`src/rtl/local_ni.sv`:
```
// Local network interface between a processing core and router port 4.
// Queues and replays core flits toward the router, buffers ejected flits for the core.
//
// state | meaning
// IDLE  | router_in = 0, waiting for a queued flit
// SEND  | router_in carries the head flit (one cycle)
// WAIT  | router_in = 0, inj_grant sampled at the closing edge
module local_ni #(
  parameter int DATA_WIDTH = 32,
  parameter int VLD_POS    = DATA_WIDTH - 1,
  parameter int INJ_DEPTH  = 4,
  parameter int EJ_DEPTH   = 8
) (
  input  logic                  clk,
  input  logic                  n_rst,
  input  logic                  inj_valid,
  output logic                  inj_ready,
  input  logic [DATA_WIDTH-1:0] inj_flit,
  output logic [DATA_WIDTH-1:0] router_in,
  input  logic                  inj_grant,
  input  logic [DATA_WIDTH-1:0] router_out,
  output logic                  ej_valid,
  input  logic                  ej_ready,
  output logic [DATA_WIDTH-1:0] ej_flit,
  output logic                  ej_overflow,
  output logic [15:0]           inj_retry_cnt
);

  localparam int IAW = $clog2(INJ_DEPTH);
  localparam int EAW = $clog2(EJ_DEPTH);

  typedef enum logic [1:0] {IDLE, SEND, WAIT} state_t;

  // ---------------- injection FIFO ----------------
  logic [DATA_WIDTH-1:0] inj_mem [INJ_DEPTH];
  logic [IAW:0]          inj_wr, inj_rd, inj_count;
  logic [IAW-1:0]        inj_rd_next;
  logic                  inj_empty, inj_full, inj_push, inj_pop;
  logic [DATA_WIDTH-1:0] inj_head, inj_head_next;

  assign inj_count     = inj_wr - inj_rd;
  assign inj_empty     = (inj_wr == inj_rd);
  assign inj_full      = (inj_wr[IAW] != inj_rd[IAW]) && (inj_wr[IAW-1:0] == inj_rd[IAW-1:0]);
  assign inj_ready     = !inj_full;
  assign inj_push      = inj_valid && inj_ready;
  assign inj_rd_next   = inj_rd[IAW-1:0] + IAW'(1);
  assign inj_head      = inj_mem[inj_rd[IAW-1:0]];
  assign inj_head_next = inj_mem[inj_rd_next];

  always_ff @(posedge clk) begin
    if (inj_push) inj_mem[inj_wr[IAW-1:0]] <= inj_flit;
  end

  always_ff @(posedge clk or negedge n_rst) begin
    if (!n_rst) begin
      inj_wr <= '0;
      inj_rd <= '0;
    end else begin
      if (inj_push) inj_wr <= inj_wr + (IAW+1)'(1);
      if (inj_pop)  inj_rd <= inj_rd + (IAW+1)'(1);
    end
  end

  // ---------------- injection FSM ----------------
  state_t                state_q, state_d;
  logic                  load, retry_inc;
  logic [DATA_WIDTH-1:0] load_flit, router_in_d;

  always_comb begin
    state_d   = state_q;
    inj_pop   = 1'b0;
    load      = 1'b0;
    retry_inc = 1'b0;
    load_flit = inj_head;
    case (state_q)
      IDLE: begin
        if (!inj_empty) begin
          state_d = SEND;
          load    = 1'b1;
        end
      end
      SEND: state_d = WAIT;
      WAIT: begin
        if (inj_grant) begin
          inj_pop = 1'b1;
          // the head is leaving, so the replacement comes from the next slot
          if (inj_count > (IAW+1)'(1)) begin
            state_d   = SEND;
            load      = 1'b1;
            load_flit = inj_head_next;
          end else begin
            state_d = IDLE;
          end
        end else begin
          retry_inc = 1'b1;
          state_d   = SEND;
          load      = 1'b1;
        end
      end
      default: state_d = IDLE;
    endcase
    router_in_d = '0;
    if (load) begin
      router_in_d          = load_flit;
      router_in_d[VLD_POS] = 1'b1;
    end
  end

  always_ff @(posedge clk or negedge n_rst) begin
    if (!n_rst) begin
      state_q       <= IDLE;
      router_in     <= '0;
      inj_retry_cnt <= '0;
    end else begin
      state_q   <= state_d;
      router_in <= router_in_d;
      if (retry_inc && (inj_retry_cnt != 16'hFFFF))
        inj_retry_cnt <= inj_retry_cnt + 16'd1;
    end
  end

  // ---------------- ejection FIFO ----------------
  logic [DATA_WIDTH-1:0] ej_mem [EJ_DEPTH];
  logic [EAW:0]          ej_wr, ej_rd;
  logic                  ej_empty, ej_full, ej_push, ej_pop, ej_write, ej_drop;

  assign ej_empty = (ej_wr == ej_rd);
  assign ej_full  = (ej_wr[EAW] != ej_rd[EAW]) && (ej_wr[EAW-1:0] == ej_rd[EAW-1:0]);
  assign ej_valid = !ej_empty;
  assign ej_flit  = ej_empty ? '0 : ej_mem[ej_rd[EAW-1:0]];
  assign ej_push  = router_out[VLD_POS];
  assign ej_pop   = ej_valid && ej_ready;
  // a simultaneous pop frees the slot the incoming flit needs
  assign ej_write = ej_push && (!ej_full || ej_pop);
  assign ej_drop  = ej_push && ej_full && !ej_pop;

  always_ff @(posedge clk) begin
    if (ej_write) ej_mem[ej_wr[EAW-1:0]] <= router_out;
  end

  always_ff @(posedge clk or negedge n_rst) begin
    if (!n_rst) begin
      ej_wr       <= '0;
      ej_rd       <= '0;
      ej_overflow <= 1'b0;
    end else begin
      if (ej_write) ej_wr <= ej_wr + (EAW+1)'(1);
      if (ej_pop)   ej_rd <= ej_rd + (EAW+1)'(1);
      if (ej_drop)  ej_overflow <= 1'b1;
    end
  end

endmodule

```
`config.mk`:
```
export PLATFORM = sky130hd
export DESIGN_NAME = local_ni
export DESIGN_NICKNAME = d
export VERILOG_FILES = /design/src/rtl/local_ni.sv
export SDC_FILE = /design/constraint.sdc
export NUM_CORES = 1
export LEC_CHECK = 0
export BUFFER_PORTS_ARGS = -buffer_cell sky130_fd_sc_hd__buf_2
export CAP_MARGIN = 20
export CORE_MARGIN = 10
export CORE_UTILIZATION = 44
export CTS_BUF_LIST = sky130_fd_sc_hd__clkbuf_8 sky130_fd_sc_hd__clkbuf_16
export CTS_CLUSTER_SIZE = 10
export DETAILED_ROUTE_END_ITERATION = 10
export SLEW_MARGIN = 20
export SYNTH_ARGS = -nofsm -noshare
export SYNTH_HDL_FRONTEND = slang
export SYNTH_SLANG_ARGS = --single-unit
```
`constraint.sdc`:
```
create_clock -name clk -period 5.75 [get_ports clk]
set_input_delay 0.2875 -clock clk [delete_from_list [all_inputs] [get_ports clk]]
set_output_delay 0.2875 -clock clk [all_outputs]
set_load 0.01 [all_outputs]
```
==> flow_metrics.tcl <==
set metrics [dict create \
    vdd_drop_max_uv 282 \
    timing.hold.ws_ps 60.5 \
    cts_tree "built" \
    async_flop_share_pct 14.6 \
    ios 152 \
    n_antenna_cell 0 \
    wl_per_cell_um 22.4 \
    grt_start_max_net_pins 68 \
    worst_clock_skew_ps 13.0 \
    synthTopCellsByArea "edfxtp_1 64%, mux4_2 16%, dfrtp_1 9.1%" \
    numClockSinks 445 \
    dieArea_sq_um 49100 \
    rsz0062_at_grt "no" \
    synth_edf_count 380 \
    drive_above_1_share_pct 32.1 \
    post-dp-hpwl_um 21900 \
    max_freq_mhz 287 \
    min_path_cells 1 \
    crit_arrival_ps 3200 \
    cp-end-kind "primary output" \
    synth_area_per_cell_sq_um 19.6 \
    clkLatencyLatePin_ps 590 \
    max_cap_viol_count 0 \
    finalHoldViolCount 0 \
    antenna_found_initial 1 \
    drt_pass1_iterations 5 \
    setup_viol 0 \
    drt_iter0_markers 600 \
    min_period_ps 3490 \
    numPortBuffers 150 \
    antenna_left 0 \
    placed_area_sq_um 19400 \
    holdPathEnd "ej_mem[2][31]$_DFFE_PP_" \
    coreArea_sq_um 40000 \
    cts_root_buf "clkbuf_16" \
    drt-vias-per-instance 5.38 \
    cts_buffers 50 \
    finalNetCount 1235 \
    crit_path_max_fanout 44 \
    final_cell_area_sq_um 21400 \
    die_h_um 222 \
    synth-main-ff-cell "edfxtp_1" \
    ys_seq_area_share_pct 72.9 \
    gp_congestion 0.737 \
    required_ps 5460 \
    synth_area_sq_um 17900 \
    start_kind "flop" \
    start_util_pct 44.7 \
    fp-row-count 73 \
    grt_pass1_wl_um 59900 \
    clkTransAtPathRegs_ps 60 \
    crit_type "reg2out" \
    synth_cell_types 42 \
    slew-limit-headroom_pct 30.6 \
    synth.cells.most_frequent "380 x edfxtp_1, 126 x mux4_2, 73 x nand2_1" \
    powerDensity_nw_per_um2 522 \
    synth_area_leader_cell "edfxtp_1" \
    timing.rr.start "inj_rd[0]$_DFFE_PN0P_" \
    r2r_cells 6 \
    h-tree-depth 2 \
    area_growth_pct 19.8 \
    drcViolationCount 0 \
    grt_usage_pct 15.5 \
    r2r-end "router_in[14]$_DFF_PN0_" \
    yosysWarnings 0 \
    p_leak_nw 7.80 \
    final-max-slew-violation-count 0 \
    hp-start "router_out[31]" \
    routed_wl_um 38200 \
    tightest_slew_ps 1040 \
    finalCritPeriodShare_pct 60.7 \
    chipWidth_um 222 \
    ys_ff_latch 445 \
    syn_inst 911 \
    clockBufferDepth 3 \
    status "complete, no violations" \
    r2r_setup_slack_ps 2530 \
    syn-num-nets 991 \
    gr-total-overflow 0 \
    synth_most_common_cell "edfxtp_1" \
    post_cts_resized 0 \
    synthDominantCellAreaShare_pct 63.8 \
    tns_ps 0 \
    hold_class "in2reg" \
    vias 9198 \
    grt_pass1_vias 10200 \
]
[registers in the layout (all words and copies together) (netlist names)]
name,cells
state_q,2
inj_wr,3
ej_rd,4
ej_mem,256
router_in,32
inj_retry_cnt,16
ej_overflow,1
inj_mem,124
ej_wr,4
inj_rd,3
[critical path, stage by stage (launching register included)]
cell	delay, ps
dfrtp_4	740
buf_4	780
mux4_2	590
mux2i_1	210
nor2_1	100
buf_2	160
[cell type report]
cell class,instances,area [sq um]
Clock inverter,32,165
Inverter,12,45.0
Timing Repair Buffer,240,1590
Sequential cell,445,13000
Multi-Input combinational cell,406,4690
Tap cell,525,657
Clock buffer,50,1250
Fill cell,3182,18600
[metrics by stage]
| step | cells | util (%) | worst slack [ps] | total power, mW |
|---|---|---|---|---|
| after floorplan | 911 | - | 733 | 7.22 |
| after global placement | 1565 | 48.5 | 2280 | 8.51 |
| after detailed placement | 1565 | 48.5 | 2450 | 8.56 |
| after CTS | 1710 | 53.6 | 2100 | 11.4 |
| after global routing | 1710 | 53.6 | 1920 | 11.9 |
| final | 1710 | 53.6 | 2260 | 11.2 |
[report_power, final]
part | switching (mW) | leakage [nW] | total, mW | internal [mW]
logic | 2.12 | 2.72 | 3.93 | 1.81
clock network | 1.21 | 0.797 | 2.77 | 1.56
registers | 0.297 | 4.28 | 4.49 | 4.19
[worst max path at each step]
stage                               start                endpoint  cells past startpoint
floorplan            ej_wr[0]$_DFFE_PN0P_  ej_mem[5][0]$_DFFE_PP_                      5
global placement     ej_rd[0]$_DFFE_PN0P_  ej_mem[0][9]$_DFFE_PP_                      5
detailed placement  inj_rd[0]$_DFFE_PN0P_  router_in[9]$_DFF_PN0_                      6
CTS                  ej_rd[0]$_DFFE_PN0P_             ej_flit[24]                      5
global route         ej_rd[0]$_DFFE_PN0P_             ej_flit[24]                      5
finish               ej_rd[0]$_DFFE_PN0P_             ej_flit[24]                      5
[kinds of logic (layout without fill, tap and decap cells)]
kind of cell | after synthesis | after routing | share of synthesized area [%]
adders and majority gates | 11 | 11 | 0.811
xor gates and xnor gates | 28 | 28 | 1.45
buffers and inverters | 60 | 334 | 1.38
and+or+nand+nor | 157 | 157 | 4.10
DFF | 445 | 445 | 72.9
AOI/OAI and AO/OA | 48 | 48 | 1.50
muxes | 162 | 162 | 17.9
[timing repair]
item / 4_1_cts / 5_1_grt
hold endpoints to repair: 400 / 0
hold buffers: 63 / 0
setup buffers: 0 / 0
[metal layers]
layer | global-route usage (%) | up-vias | share of wire [%]
met5 | 0 | - | 0.034
met4 | 5.20 | 2 | 2.2
li1 | - | 4128 | -
met2 | 27.0 | 220 | 51
met1 | 18.9 | 4786 | 41
met3 | 3.08 | 62 | 5.0
[layout by cell type, fill, tap and decap left out, types with 2 or more instances in the layout]
| master | instances |
|---|---|
| nand4_1 | 5 |
| and2_1 | 4 |
| nand2b_1 | 2 |
| inv_16 | 2 |
| edfxtp_1 | 380 |
| buf_2 | 149 |
| nand2_1 | 73 |
| nor3_1 | 4 |
| dfrtp_1 | 61 |
| nor4_2 | 2 |
| a21o_1 | 2 |
| dfrtp_4 | 2 |
| clkbuf_16 | 50 |
| ha_1 | 9 |
| o21ai_0 | 5 |
| nor2_1 | 40 |
| nand3_1 | 5 |
| nor3b_2 | 2 |
| nor3b_1 | 6 |
| dlygate4sd3_1 | 63 |
| xor2_1 | 19 |
| buf_4 | 28 |
| mux4_2 | 126 |
| inv_1 | 41 |
| mux2i_1 | 32 |
| dfrtp_2 | 2 |
| mux2_2 | 4 |
| nor4b_2 | 3 |
| a21oi_1 | 32 |
| xnor2_1 | 8 |
| o21a_1 | 2 |
Power figures use the tool's default switching activity.
